[src/rtl/add_sched_pkg.sv]
// Shared types and helpers for the round-robin adder scheduler.
// Defaults match the standard 4-requester, 32-bit, single-cycle adder build.
package add_sched_pkg;

    localparam int DEF_N    = 4;
    localparam int DEF_W    = 32;
    localparam int DEF_LAT  = 1;
    localparam int ID_MAX_W = 4;

    typedef struct packed {
        logic                vld;
        logic [ID_MAX_W-1:0] id;
    } tag_t;

    // First set request at or after ptr, wrapping modulo n; vld=0 if none.
    function automatic tag_t rr_winner(input logic [15:0] req,
                                       input logic [ID_MAX_W-1:0] ptr,
                                       input int n);
        tag_t res;
        int   idx;
        res = '0;
        for (int k = 0; k < 16; k++) begin
            idx = int'(ptr) + k;
            if (idx >= n) idx = idx - n;
            if (k < n && !res.vld && req[idx[3:0]]) begin
                res.vld = 1'b1;
                res.id  = idx[3:0];
            end
        end
        return res;
    endfunction

endpackage

[src/rtl/add_sched_rr_arbiter.sv]
// Round-robin arbiter: one-hot grant from a rotating priority pointer.
// The pointer moves past the winner only when the grant is accepted.
module rr_arbiter import add_sched_pkg::*; #(
    parameter int N   = DEF_N,
    parameter int IDW = $clog2(N)
) (
    input  logic           clk,
    input  logic           rst_n,
    input  logic           en_i,
    input  logic [N-1:0]   req_i,
    input  logic           accept_i,
    output logic [N-1:0]   grant_o,
    output logic [IDW-1:0] grant_id_o
);

    logic [IDW-1:0] ptr_q, ptr_d;
    logic [15:0]    req_ext;
    tag_t           win;
    logic           unused_win;

    always_comb begin
        req_ext          = '0;
        req_ext[N-1:0]   = req_i;
        win              = rr_winner(req_ext, ID_MAX_W'(ptr_q), N);
        grant_id_o       = win.id[IDW-1:0];
        grant_o          = '0;
        if (en_i && win.vld) grant_o[grant_id_o] = 1'b1;
        ptr_d = ptr_q;
        if (accept_i) ptr_d = (int'(grant_id_o) == N-1) ? '0 : grant_id_o + 1'b1;
    end

    assign unused_win = ^win.id;

    always_ff @(posedge clk or negedge rst_n) begin
        if (!rst_n) ptr_q <= '0;
        else        ptr_q <= ptr_d;
    end

endmodule

[src/rtl/add_sched.sv]
// Shares one registered adder among N requesters: round-robin issue,
// operand registers, and a tag pipeline that labels each returning sum.
module add_sched import add_sched_pkg::*; #(
    parameter int N   = DEF_N,
    parameter int W   = DEF_W,
    parameter int LAT = DEF_LAT,
    parameter int IDW = $clog2(N)
) (
    input  logic           clk,
    input  logic           rst_n,
    input  logic           en,
    input  logic [N-1:0]   req_valid,
    output logic [N-1:0]   req_ready,
    input  logic [N*W-1:0] req_a,
    input  logic [N*W-1:0] req_b,
    output logic [W-1:0]   add_a,
    output logic [W-1:0]   add_b,
    input  logic [W-1:0]   add_out,
    output logic           rsp_valid,
    output logic [IDW-1:0] rsp_id,
    output logic [W-1:0]   rsp_data,
    output logic [31:0]    issue_cnt
);

    logic [IDW-1:0] gid;
    logic           hs;
    logic [W-1:0]   add_a_q, add_a_d, add_b_q, add_b_d;
    tag_t           tag_q [LAT+1];
    tag_t           tag0_d;
    logic [31:0]    issue_cnt_q, issue_cnt_d;
    logic           unused_tag;

    // Gating with rst_n keeps grants off while reset is held.
    rr_arbiter #(.N(N), .IDW(IDW)) u_arb (
        .clk        (clk),
        .rst_n      (rst_n),
        .en_i       (en & rst_n),
        .req_i      (req_valid),
        .accept_i   (hs),
        .grant_o    (req_ready),
        .grant_id_o (gid)
    );

    assign hs = |(req_valid & req_ready);

    always_comb begin
        add_a_d     = add_a_q;
        add_b_d     = add_b_q;
        tag0_d      = '0;
        issue_cnt_d = issue_cnt_q;
        if (hs) begin
            add_a_d     = req_a[gid*W +: W];
            add_b_d     = req_b[gid*W +: W];
            tag0_d.vld  = 1'b1;
            tag0_d.id   = ID_MAX_W'(gid);
            issue_cnt_d = issue_cnt_q + 32'd1;
        end
    end

    always_ff @(posedge clk or negedge rst_n) begin
        if (!rst_n) begin
            add_a_q     <= '0;
            add_b_q     <= '0;
            issue_cnt_q <= '0;
            for (int s = 0; s <= LAT; s++) tag_q[s] <= '0;
        end else begin
            add_a_q     <= add_a_d;
            add_b_q     <= add_b_d;
            issue_cnt_q <= issue_cnt_d;
            tag_q[0]    <= tag0_d;
            for (int s = 1; s <= LAT; s++) tag_q[s] <= tag_q[s-1];
        end
    end

    // Final tag stage lines up with the adder's registered result.
    assign add_a      = add_a_q;
    assign add_b      = add_b_q;
    assign issue_cnt  = issue_cnt_q;
    assign rsp_valid  = tag_q[LAT].vld;
    assign rsp_id     = tag_q[LAT].id[IDW-1:0];
    assign rsp_data   = add_out;
    assign unused_tag = ^tag_q[LAT].id;

endmodule
[config.mk]
export PLATFORM = sky130hd
export DESIGN_NAME = add_sched
export DESIGN_NICKNAME = d
export VERILOG_FILES = /design/src/rtl/add_sched_pkg.sv /design/src/rtl/add_sched_rr_arbiter.sv /design/src/rtl/add_sched.sv
export SDC_FILE = /design/constraint.sdc
export NUM_CORES = 1
export LEC_CHECK = 0
export ABC_AREA = 0
export ABC_CLOCK_PERIOD_IN_PS = 5500
export CAP_MARGIN = 20
export CORE_AREA = 2 2 169 171
export CTS_BUF_LIST = sky130_fd_sc_hd__clkbuf_16
export DETAILED_ROUTE_END_ITERATION = 10
export DIE_AREA = 0 0 171 173
export PLACE_DENSITY_LB_ADDON = 0.1
export SLEW_MARGIN = 25
export SYNTH_ARGS = -nofsm -noshare
export SYNTH_HDL_FRONTEND = slang
export SYNTH_HIERARCHICAL = 1
export SYNTH_SLANG_ARGS = --single-unit
[constraint.sdc]
create_clock -name clk -period 5.5 [get_ports clk]
set_input_delay 0.825 -clock clk [delete_from_list [all_inputs] [get_ports clk]]
set_output_delay 0.825 -clock clk [all_outputs]
set_load 0.02 [all_outputs]
==> flow_summary.yaml <==
floorplanning:
  die_x_um: 171
  start_util_pct: 22.77
  num_rows: 61
  die_h_um: 173
  core_mm2: 0.02763
  die-area_mm2: 0.02958
  pin_count: 430
timing:
  finalHoldViolCount: 0
  timing.final.ws_setup_ps: 914.5
  setup_viol: 0
  finClkSkew_ps: 9.172
  relSlewSlack_pct: 36.53
  tightestPinTransition_ps: 946.4
  maxSlewViolCount: 0
  rsz0062_at_grt: "no"
  period_needed_ps: 4586
  max_freq_mhz: 218.1
  setup-tns-final_ps: 0
  post-route-period-util_pct: 83.37
power_and_ir_drop:
  leakage_nw: 3.914
  clock_power_share_pct: 12.0
  p_sw_mw: 2.096
  seq_power_share_pct: 23.3
  combPwrFrac_pct: 64.7
  p_int_mw: 3.322
  power_density_mw_per_mm2: 520.5
  p_total_mw: 5.418
  peakVddDrop_mv: 0.5905
  power_switching_share_pct: 38.69
final_layout:
  final_layout_size_suffix_gt1_share_pct: 21.88
  area_growth_pct: 65.45
  diodes: 0
  final_cell_mix: "clkdlybuf4s50_1, dfrtp_1, mux2_2, mux4_2, xnor2_1"
  n_fill_cell: 2664
  final_common_cell: "clkdlybuf4s50_1"
  nets: 1064
synth:
  syn-mean-instance-area_um2: 14.27
  synth-edff-count: 0
  netlist_area_mm2: 0.006291
  synthCells: 441
  ys.flop_type: "dfrtp_1"
  async_flop_share_pct: 100.0
  synth_cell_types: 47
  syn_nets: 742
  ys_seq_elements: 104
  ys_seq_area_share_pct: 41.37
  yosys_warnings: 6
grt:
  grt_pass1_vias: 5791
  grt_use_met3_pct: 3.662
  grt_pass1_wl_um: 34380
  antenna_found_initial: 0
  gr-total-overflow: 0
  grt_max_degree: 67
  grtUsageMet2_pct: 28.26
  grtUsageMet1_pct: 17.64
  grt.busiest_layer: "met2"
  grt_util_all_layers_pct: 15.39
cts:
  cts_setup_buffers: 0
  cts_resized: 0
  cts_made_buffers: 9
  ctsHoldBuffers: 0
  clockBufferDepth: 2
  clk_pin_slew_worst_paths_ps: 70
  cts_root_buffer: "clkbuf_16"
  insertion_delay_ps: 350
  cts_tree: "built"
  cts_htree_levels: 3
  cts.sinks: 104
worst_setup_path:
  critPathCaptureType: "register"
  critPathMaxStageDelay_ps: 650
  path_cells: "inv_1 > ha_1 > mux2_2 > a22oi_1 > o211ai_1 > o2bb2ai_1 > ha_1 > and3_1 > a22oi_1 > nand2_4 > buf_12 > mux2_2"
  cp_slowest_cell: "dfrtp_1"
  startpoint_type: "register"
  critPathArrivalTime_ps: 4820
  path_class: "register to register"
  critPathRequiredTime_ps: 5730
  cp_max_fo: 43
route:
  antenna_left: 0
  first_pass_iters: 4
  drt_iter0_markers: 164
  drt-wirelength-per-cell_um: 19.97
  drc: 0
  avgViaCountPerCell: 4.491
  wl_um: 22880
  via_count: 5147
status:
  status: "completed"
min_path:
  hold_class: "register to register"
placement:
  gp_congestion: 0.8290
  pre_cts_ws_ps: 944.2
  dpl.hpwl_um: 18500
  port_buffers: 365
run:
  cap_violations: 0
==> power by group through the flow <==
stage          registers [mW]  clock network (mW)  logic (mW)
3_3_place_gp             1.27                   0        3.55
2_1_floorplan            1.56                   0        2.00
4_1_cts                  1.27               0.682        3.60
6_report                 1.26               0.652        3.51
5_1_grt                  1.31               0.711        3.76
3_5_place_dp             1.27                   0        3.59
==> layer usage <==
metal,routed length [um],vias up
li1,-,2315
met1,8522,2574
met2,12420,240
met3,1571,18
met4,372,0
met5,0,-
==> area by class of cell <==
cell class,instances,area (um^2),area share (%)
Clock inverter,7,71.32,0.6852
Inverter,4,15.01,0.1442
Tap cell,378,473.0,4.544
Timing Repair Buffer,370,3701,35.56
Clock buffer,9,225.2,2.164
Multi-Input combinational cell,274,3321,31.90
Sequential cell,104,2603,25.00
==> sequential cells by signal, indices dropped and copies added, names as in the netlist <==
signal       count
rsp_id           2
u_arb/ptr_q      2
tag_q            3
rsp_valid        1
add_a           32
issue_cnt       32
add_b           32
==> final timing paths <==
path                                     start              to  cells after the start  slack, ps
worst min-delay path                  tag_q[6]       rsp_id[1]                      0        350
worst min register to register        tag_q[6]       rsp_id[1]                      0        350
min in group asynchronous                rst_n  u_arb/ptr_q[0]                      1        450
worst max-delay path            u_arb/ptr_q[0]       add_b[30]                     12        910
worst max register to register  u_arb/ptr_q[0]       add_b[30]                     12        910
max in group asynchronous                rst_n    issue_cnt[7]                      2       3760
==> Yosys cell counts, drive strengths merged (4+ instances only) <==
cell / number / area, um^2
dfrtp: 104 / 2603
mux2: 70 / 788.3
mux4: 66 / 1490
buf: 50 / 339.1
xnor2: 21 / 183.9
nand4: 19 / 118.9
nand3: 15 / 92.59
nand2: 12 / 45.04
xor2: 10 / 87.58
clkbuf: 9 / 33.78
nor3: 7 / 40.04
ha: 6 / 75.07
nor2: 6 / 22.52
a211oi: 5 / 42.54
a21oi: 4 / 20.02
and2: 4 / 25.02
inv: 4 / 15.01
nor4: 4 / 46.29
==> cells by family (layout without fill, tap and decap cells) <==
| family | after synthesis | in the layout | synth area share, % |
|---|---|---|---|
| AOI/OAI and AO/OA | 19 | 19 | 2.566 |
| xor gates and xnor gates | 31 | 31 | 4.316 |
| adders and majority gates | 6 | 6 | 1.193 |
| buffers and inverters | 63 | 390 | 6.165 |
| DFF | 104 | 104 | 41.37 |
| muxes | 138 | 138 | 36.54 |
| and+or+nand+nor | 80 | 80 | 7.856 |
==> per-stage QoR <==
stage | instance area [um^2] | hold slack (ps) | cells | utilization (%)
floorplan | 6291 | 331.2 | 441 | -
global placement | 10110 | 336.9 | 1130 | 36.60
detailed placement | 10110 | 334.7 | 1130 | 36.60
CTS | 10410 | 351.5 | 1146 | 37.67
global route | 10410 | 357.4 | 1146 | 37.67
finish | 10410 | 349.6 | 1146 | 37.67
==> worst max-delay path, delay by kind of cell, from the launching register on <==
kind | cells | cell delay [ps]
and+or+nand+nor | 2 | 630
AOI/OAI and AO/OA | 4 | 1140
DFF | 1 | 650
adders and majority gates | 2 | 690
buffers and inverters | 2 | 610
muxes | 2 | 670
(Power assumes the default switching activity.)
